`config.mk`:
```
export PLATFORM = sky130hd
export DESIGN_NAME = main_mem_arbiter
export DESIGN_NICKNAME = d
export VERILOG_FILES = /design/src/rtl/main_mem_arbiter.sv
export SDC_FILE = /design/constraint.sdc
export NUM_CORES = 2
export LEC_CHECK = 0
export BUFFER_PORTS_ARGS = -buffer_cell sky130_fd_sc_hd__buf_2
export CAP_MARGIN = 10
export CORE_AREA = 2 2 487 489
export DETAILED_ROUTE_END_ITERATION = 10
export DIE_AREA = 0 0 489 491
export GPL_ROUTABILITY_DRIVEN = 0
export GPL_TIMING_DRIVEN = 0
export HOLD_SLACK_MARGIN = 0.08
export PLACE_DENSITY = 0.49
export SLEW_MARGIN = 20
export SYNTH_ARGS = -nofsm -noshare
export SYNTH_HDL_FRONTEND = slang
export SYNTH_SLANG_ARGS = --single-unit
```
`constraint.sdc`:
```
create_clock -name clk -period 3.41 [get_ports clk]
set_input_delay 0.682 -clock clk [delete_from_list [all_inputs] [get_ports clk]]
set_output_delay 0.682 -clock clk [all_outputs]
set_load 0.03 [all_outputs]
```
`src/rtl/main_mem_arbiter.sv`:
```
// Main-domain arbiter: drains the cache write-back FIFO to memory and fills program/data lines.
// Optional watchdog on the memory handshake is compiled in with `define MAIN_ARB_TIMEOUT_EN.
module main_mem_arbiter #(
    parameter int unsigned LINE_WORDS     = 16,
    parameter int unsigned TIMEOUT_CYCLES = 255
) (
    input  logic         clk,
    input  logic         reset,
    input  logic         is_req_f_prog,
    input  logic [20:0]  req_addr_f_prog,
    input  logic         is_req_f_data,
    input  logic [20:0]  req_addr_f_data,
    input  logic         prog_line_full,
    input  logic         data_line_full,
    input  logic         fifo_empty,
    input  logic [31:0]  write_back_addr,
    input  logic [31:0]  write_back_data,
    output logic         is_write_t_main,
    output logic         is_write_prog_line,
    output logic         is_write_data_line,
    output logic [511:0] read_main_prog_data,
    output logic [511:0] read_main_data_data,
    output logic [6:0]   read_main_prog_addr,
    output logic [6:0]   read_main_data_addr,
    output logic         mem_req,
    output logic         mem_we,
    output logic [31:0]  mem_addr,
    output logic [31:0]  mem_wdata,
    input  logic [31:0]  mem_rdata,
    input  logic         mem_ack,
    output logic         mem_error
);

    typedef enum logic [2:0] {
        S_IDLE,
        S_WB,
        S_FILL,
        S_DELIVER
`ifdef MAIN_ARB_TIMEOUT_EN
        , S_ERR
`endif
    } state_t;

    if (LINE_WORDS != 16 || TIMEOUT_CYCLES < 1) begin : g_cfg_check
        $error("main_mem_arbiter: LINE_WORDS must be 16 and TIMEOUT_CYCLES at least 1");
    end

    state_t         state_q, state_d;
    logic [3:0]     word_q, word_d;
    logic           rr_q, rr_d;
    logic           ch_q, ch_d;
    logic [20:0]    addr_q, addr_d;
    logic [511:0]   line_q, line_d;
    logic [511:0]   prog_line_q, prog_line_d, data_line_q, data_line_d;
    logic [6:0]     prog_idx_q, prog_idx_d, data_idx_q, data_idx_d;
    logic           served_prog_q, served_prog_d, served_data_q, served_data_d;
    logic [20:0]    served_prog_addr_q, served_prog_addr_d;
    logic [20:0]    served_data_addr_q, served_data_addr_d;
    logic           elig_prog, elig_data, pick_data;

`ifdef MAIN_ARB_TIMEOUT_EN
    localparam int unsigned TMO_W = $clog2(TIMEOUT_CYCLES + 1);
    logic [TMO_W-1:0] tmo_q, tmo_d;
    logic             err_q, err_d;
    assign mem_error = err_q;
`else
    assign mem_error = 1'b0;
`endif

    assign elig_prog = is_req_f_prog && !served_prog_q && !prog_line_full;
    assign elig_data = is_req_f_data && !served_data_q && !data_line_full;
    assign pick_data = elig_data && (!elig_prog || rr_q);

    assign read_main_prog_data = prog_line_q;
    assign read_main_data_data = data_line_q;
    assign read_main_prog_addr = prog_idx_q;
    assign read_main_data_addr = data_idx_q;

    always_comb begin
        state_d            = state_q;
        word_d             = word_q;
        rr_d               = rr_q;
        ch_d               = ch_q;
        addr_d             = addr_q;
        line_d             = line_q;
        prog_line_d        = prog_line_q;
        data_line_d        = data_line_q;
        prog_idx_d         = prog_idx_q;
        data_idx_d         = data_idx_q;
        served_prog_d      = served_prog_q;
        served_data_d      = served_data_q;
        served_prog_addr_d = served_prog_addr_q;
        served_data_addr_d = served_data_addr_q;
        is_write_t_main    = 1'b0;
        is_write_prog_line = 1'b0;
        is_write_data_line = 1'b0;
        mem_req            = 1'b0;
        mem_we             = 1'b0;
        mem_addr           = '0;
        mem_wdata          = '0;

        // A served line stays blocked only while the same line is still being requested.
        if (!is_req_f_prog || req_addr_f_prog != served_prog_addr_q) served_prog_d = 1'b0;
        if (!is_req_f_data || req_addr_f_data != served_data_addr_q) served_data_d = 1'b0;

        case (state_q)
            S_IDLE: begin
                if (!fifo_empty) begin
                    state_d = S_WB;
                end else if (elig_prog || elig_data) begin
                    state_d = S_FILL;
                    ch_d    = pick_data;
                    addr_d  = pick_data ? req_addr_f_data : req_addr_f_prog;
                    word_d  = '0;
                end
            end
            S_WB: begin
                mem_req   = 1'b1;
                mem_we    = 1'b1;
                mem_addr  = write_back_addr;
                mem_wdata = write_back_data;
                if (mem_ack) begin
                    is_write_t_main = 1'b1;
                    state_d         = S_IDLE;
                end
            end
            S_FILL: begin
                mem_req  = 1'b1;
                mem_addr = {5'b0, addr_q, word_q, 2'b00};
                if (mem_ack) begin
                    line_d[{word_q, 5'd0} +: 32] = mem_rdata;
                    word_d = word_q + 4'd1;
                    // Payload is loaded on the final ack so it is already valid during the push pulse.
                    if (word_q == 4'(LINE_WORDS - 1)) begin
                        state_d = S_DELIVER;
                        if (ch_q) begin
                            data_line_d = line_d;
                            data_idx_d  = addr_q[6:0];
                        end else begin
                            prog_line_d = line_d;
                            prog_idx_d  = addr_q[6:0];
                        end
                    end
                end
            end
            S_DELIVER: begin
                state_d = S_IDLE;
                rr_d    = !rr_q;
                if (ch_q) begin
                    is_write_data_line = 1'b1;
                    served_data_d      = 1'b1;
                    served_data_addr_d = addr_q;
                end else begin
                    is_write_prog_line = 1'b1;
                    served_prog_d      = 1'b1;
                    served_prog_addr_d = addr_q;
                end
            end
`ifdef MAIN_ARB_TIMEOUT_EN
            S_ERR: state_d = S_ERR;
`endif
            default: state_d = S_IDLE;
        endcase

`ifdef MAIN_ARB_TIMEOUT_EN
        tmo_d = '0;
        err_d = err_q;
        if (mem_req && !mem_ack) begin
            if (tmo_q == TMO_W'(TIMEOUT_CYCLES - 1)) begin
                state_d = S_ERR;
                err_d   = 1'b1;
            end else begin
                tmo_d = tmo_q + 1'b1;
            end
        end
`endif
    end

    always_ff @(posedge clk or negedge reset) begin
        if (!reset) begin
            state_q            <= S_IDLE;
            word_q             <= '0;
            rr_q               <= 1'b0;
            ch_q               <= 1'b0;
            addr_q             <= '0;
            line_q             <= '0;
            prog_line_q        <= '0;
            data_line_q        <= '0;
            prog_idx_q         <= '0;
            data_idx_q         <= '0;
            served_prog_q      <= 1'b0;
            served_data_q      <= 1'b0;
            served_prog_addr_q <= '0;
            served_data_addr_q <= '0;
`ifdef MAIN_ARB_TIMEOUT_EN
            tmo_q              <= '0;
            err_q              <= 1'b0;
`endif
        end else begin
            state_q            <= state_d;
            word_q             <= word_d;
            rr_q               <= rr_d;
            ch_q               <= ch_d;
            addr_q             <= addr_d;
            line_q             <= line_d;
            prog_line_q        <= prog_line_d;
            data_line_q        <= data_line_d;
            prog_idx_q         <= prog_idx_d;
            data_idx_q         <= data_idx_d;
            served_prog_q      <= served_prog_d;
            served_data_q      <= served_data_d;
            served_prog_addr_q <= served_prog_addr_d;
            served_data_addr_q <= served_data_addr_d;
`ifdef MAIN_ARB_TIMEOUT_EN
            tmo_q              <= tmo_d;
            err_q              <= err_d;
`endif
        end
    end

endmodule

```
==> run_summary.xml <==
<?xml version="1.0" encoding="UTF-8"?>
<metrics>
  <group name="run_status">
    <metric name="outcome" unit="">finished, final reports clean</metric>
  </group>
  <group name="placement">
    <metric name="dpl.hpwl" unit="µm">253200</metric>
    <metric name="io_buffer_count" unit="">1252</metric>
    <metric name="post_placement_cell_area" unit="mm²">0.07645</metric>
    <metric name="dp.cells" unit="">10280</metric>
    <metric name="place_worst_setup_slack" unit="ns">-1.752</metric>
  </group>
  <group name="cts">
    <metric name="source_to_sink_clock_delay_at_the_later_pin_of_the_worst_skew_pair" unit="ns">0.88</metric>
    <metric name="clk_transition_reported_paths" unit="ns">0.05</metric>
    <metric name="number_of_buffers_on_the_longest_clock_path" unit="">3</metric>
    <metric name="tritoncts" unit="">done</metric>
    <metric name="root_buffer" unit="">sky130_fd_sc_hd__clkbuf_16</metric>
    <metric name="cts_buffers" unit="">183</metric>
    <metric name="total_number_of_h_tree_levels" unit="">4</metric>
    <metric name="numClockSinks" unit="">1623</metric>
  </group>
  <group name="floorplanning">
    <metric name="top_level_ports" unit="">1254</metric>
    <metric name="core_area" unit="mm²">0.2345</metric>
    <metric name="die_height" unit="µm">491</metric>
    <metric name="number_of_core_rows" unit="">178</metric>
    <metric name="die_area" unit="mm²">0.2401</metric>
    <metric name="chipWidth" unit="µm">489</metric>
    <metric name="initial_core_utilization" unit="">0.2801</metric>
  </group>
  <group name="yosys">
    <metric name="yosys_register_bits" unit="">1623</metric>
    <metric name="synth.avg_cell_area" unit="µm²">11.21</metric>
    <metric name="asyncSetResetFlopFracSynth" unit="">1.000</metric>
    <metric name="synth.distinct_cells" unit="">56</metric>
    <metric name="ys_top_cells_by_area" unit="">sky130_fd_sc_hd__dfrtp_1, sky130_fd_sc_hd__mux2_2, sky130_fd_sc_hd__nand2_1, sky130_fd_sc_hd__o21ai_0, sky130_fd_sc_hd__a31oi_1</metric>
    <metric name="yosys.area.top_type" unit="">sky130_fd_sc_hd__dfrtp_1</metric>
    <metric name="yosysTopAreaCellShare" unit="">0.6183</metric>
    <metric name="synth_warnings" unit="">0</metric>
    <metric name="synth_top_flop_cell" unit="">sky130_fd_sc_hd__dfrtp_1</metric>
    <metric name="synthesis.nets" unit="">6015</metric>
    <metric name="synth_enable_flop_cells" unit="">0</metric>
    <metric name="netlist_area" unit="mm²">0.06568</metric>
    <metric name="seq_area_frac_synth" unit="">0.6183</metric>
    <metric name="syn-instance-count" unit="">5861</metric>
  </group>
  <group name="worst_setup_path">
    <metric name="worst-endpoint-arrival" unit="ns">4.09</metric>
    <metric name="setup.worst_path.start" unit="">word_q[0]</metric>
    <metric name="criticalPathCategory" unit="">reg2reg</metric>
    <metric name="r2r_setup_slack" unit="ns">0.07</metric>
    <metric name="critical_path.max_fanout" unit="">10</metric>
    <metric name="worstReg2RegStart" unit="">word_q[0]</metric>
    <metric name="end_kind" unit="">flip-flop</metric>
    <metric name="reg2regPathDepth" unit="">11</metric>
    <metric name="crit_path_start_kind" unit="">flip-flop</metric>
    <metric name="destination_of_the_worst_register_to_register_timing_path" unit="">read_main_data_data[249]</metric>
    <metric name="worstPathRequired" unit="ns">4.16</metric>
  </group>
  <group name="routing">
    <metric name="vias_post_dr" unit="">52870</metric>
    <metric name="route.antenna.remaining_nets" unit="">0</metric>
    <metric name="detail_route.drc_violations" unit="">0</metric>
    <metric name="drt_pass1_iterations" unit="">6</metric>
    <metric name="initialDrtViolationCount" unit="">3652</metric>
    <metric name="routed_wl" unit="µm">325500</metric>
    <metric name="routedWlPerCell" unit="µm">30.52</metric>
    <metric name="routed_via_density" unit="">4.957</metric>
  </group>
  <group name="worst_hold_path">
    <metric name="hold_path.class" unit="">in2reg</metric>
    <metric name="min-delay-start" unit="">is_req_f_prog</metric>
    <metric name="hold_path_end" unit="">served_prog_q</metric>
    <metric name="min_delay_path_depth" unit="">3</metric>
  </group>
  <group name="global_routing">
    <metric name="global_route.overflow_total" unit="">0</metric>
    <metric name="grt_start_max_net_pins" unit="">139</metric>
    <metric name="wire_length_of_the_first_global_routing_pass" unit="µm">442500</metric>
    <metric name="first_global_vias" unit="">53240</metric>
    <metric name="gr-usage-all-layers" unit="">0.2645</metric>
    <metric name="initial_antenna_violation_count" unit="">49</metric>
  </group>
  <group name="cells_and_area">
    <metric name="ff_latch_area" unit="mm²">0.04062</metric>
    <metric name="final_area" unit="mm²">0.08379</metric>
    <metric name="post-route-util" unit="">0.3573</metric>
    <metric name="most_frequent_standard_cell_in_the_layout_excluding_fill_and_tap_cells" unit="">sky130_fd_sc_hd__dfrtp_1</metric>
    <metric name="multiInputGateArea" unit="mm²">0.02346</metric>
    <metric name="final_nets" unit="">7487</metric>
    <metric name="synthToLayoutAreaGrowth" unit="%">27.57</metric>
    <metric name="num-fill-cells" unit="">23810</metric>
    <metric name="stdcell_count" unit="">10670</metric>
    <metric name="final_cell_mix" unit="">sky130_fd_sc_hd__dfrtp_1, sky130_fd_sc_hd__buf_2, sky130_fd_sc_hd__nand2_1, sky130_fd_sc_hd__mux2_2, sky130_fd_sc_hd__o21ai_0</metric>
    <metric name="layout-drive-gt1-share" unit="">0.3299</metric>
  </group>
  <group name="sta">
    <metric name="fin_skew" unit="ns">0.1013</metric>
    <metric name="setup_ws" unit="ns">0.06610</metric>
    <metric name="timing.max_slew.rel_slack" unit="">0.1967</metric>
    <metric name="hold_viol" unit="">0</metric>
    <metric name="finalSetupViolations" unit="">0</metric>
    <metric name="post-route-min-period" unit="ns">3.344</metric>
    <metric name="fmax" unit="MHz">299.1</metric>
    <metric name="worstMarginPinSlew" unit="ns">1.205</metric>
    <metric name="rsz0062_at_grt" unit="">no</metric>
    <metric name="report.final.slew_viol_count" unit="">0</metric>
    <metric name="finalCritPeriodShare" unit="">0.9806</metric>
  </group>
  <group name="power_and_ir_drop">
    <metric name="powerDensity" unit="mW/mm²">618.7</metric>
    <metric name="lkg_pwr" unit="µW">0.04374</metric>
    <metric name="power.ir.vdd_worst" unit="V">0.0004524</metric>
    <metric name="report.power.total" unit="µW">51840</metric>
  </group>
  <group name="job">
    <metric name="maximum_capacitance_violations" unit="">0</metric>
  </group>
</metrics>
## cell usage after synthesis, types with 10 or more instances
| library cell | count |
|---|---|
| sky130_fd_sc_hd__nor2b_1 | 34 |
| sky130_fd_sc_hd__dfrtp_1 | 1623 |
| sky130_fd_sc_hd__o21ai_0 | 474 |
| sky130_fd_sc_hd__a22o_1 | 25 |
| sky130_fd_sc_hd__buf_2 | 160 |
| sky130_fd_sc_hd__and3_1 | 42 |
| sky130_fd_sc_hd__nand2_1 | 1288 |
| sky130_fd_sc_hd__mux2i_1 | 151 |
| sky130_fd_sc_hd__nand3_1 | 166 |
| sky130_fd_sc_hd__buf_1 | 16 |
| sky130_fd_sc_hd__o211ai_1 | 33 |
| sky130_fd_sc_hd__a21boi_0 | 64 |
| sky130_fd_sc_hd__nor4_1 | 10 |
| sky130_fd_sc_hd__and2_1 | 73 |
| sky130_fd_sc_hd__xor2_1 | 42 |
| sky130_fd_sc_hd__clkbuf_1 | 267 |
| sky130_fd_sc_hd__mux2_2 | 599 |
| sky130_fd_sc_hd__a31oi_1 | 289 |
| sky130_fd_sc_hd__mux2_1 | 53 |
| sky130_fd_sc_hd__buf_4 | 10 |
| sky130_fd_sc_hd__nor2_1 | 328 |
| sky130_fd_sc_hd__a21o_1 | 34 |
## layout make-up
| cell class | instances | share of cell area |
|---|---|---|
| multi-input combinational | 3776 | 0.2799 |
| clock buffer | 255 | 0.06266 |
| clock inverter | 73 | 0.01478 |
| tap | 3150 | 0.04704 |
| antenna | 40 | 0.001195 |
| buffer | 449 | 0.02522 |
| timing repair buffer | 1291 | 0.08405 |
| sequential | 1623 | 0.4847 |
| inverter | 9 | 0.0004032 |
## worst max path at each step
stage / to / slack [ns] / cells after the start
finish: read_main_data_data[249] / 0.07 / 11
global route: read_main_data_data[325] / 0.002 / 8
CTS: mem_addr[6] / 0.007 / 7
detailed placement: read_main_data_data[462] / -1.75 / 9
global placement: read_main_data_data[230] / -35.18 / 1
floorplan: line_q[391] / 0.70 / 10
## state kept, by name, summed over array words and instances (netlist names), 7 cells and up
name,flops
served_prog_addr_q,21
read_main_data_addr,7
read_main_prog_data,512
served_data_addr_q,21
read_main_data_data,512
read_main_prog_addr,7
addr_q,21
line_q,512
## metal layers
layer | share of wire | GRT usage | up-vias
li1 | - | - | 22990
met1 | 0.40 | 0.3198 | 27440
met2 | 0.48 | 0.4404 | 2014
met3 | 0.083 | 0.07917 | 404
met4 | 0.040 | 0.1013 | 22
met5 | 0.00046 | 0 | -
## through the flow
| step | hold slack [ns] | setup TNS (ns) |
|---|---|---|
| 2_1_floorplan | 0.3864 | 0 |
| 3_3_place_gp | 0.4522 | - |
| 3_5_place_dp | 0.4576 | -1267.60 |
| 4_1_cts | 0.08520 | 0 |
| 5_1_grt | 0.1535 | 0 |
| 6_report | 0.1682 | 0 |
## worst max-delay path: stages (launching register included)
cell and delay, ns:
sky130_fd_sc_hd__dfrtp_2 0.51, sky130_fd_sc_hd__buf_6 0.22, sky130_fd_sc_hd__clkbuf_4 0.27, sky130_fd_sc_hd__inv_1 0.11
sky130_fd_sc_hd__ha_4 0.21, sky130_fd_sc_hd__buf_4 0.20, sky130_fd_sc_hd__and2b_2 0.29, sky130_fd_sc_hd__a31o_2 0.32
sky130_fd_sc_hd__buf_6 0.21, sky130_fd_sc_hd__clkbuf_4 0.22, sky130_fd_sc_hd__a21boi_0 0.46, sky130_fd_sc_hd__mux2_2 0.26
## cell families (layout without fill, tap and decap cells)
kind of cell             after synthesis  in the layout  synth area share
adder cells (fa/ha/maj)                8              8          0.001524
buffers and inverters                462           2077           0.03002
multiplexers                         803            803            0.1348
AO/OA/AOI/OAI                        946            946           0.08534
XOR/XNOR                              45             45          0.006115
AND/OR/NAND/NOR                     1973           1973            0.1238
flip-flops                          1623           1623            0.6183
other                                  1             41        0.00005709
## power breakdown
part | leakage [µW] | switching [µW] | internal (µW)
sequential | 0.0224 | 931 | 20300
clock | 0.00315 | 8830 | 12400
combinational | 0.0182 | 6480 | 2820
## what timing repair did
| item | 4_1_cts | 5_1_grt |
|---|---|---|
| hold buffers | 2 | 0 |
| buffers inserted | 15 | 2 |
| setup endpoints to repair | 1570 | 91 |
| gates resized for setup | 156 | 20 |
| pin swaps | 3 | 0 |
| endpoints found under the hold margin | 154 | 0 |
| cloned | 0 | 0 |
No activity file was read; power rests on OpenSTA's default activity.
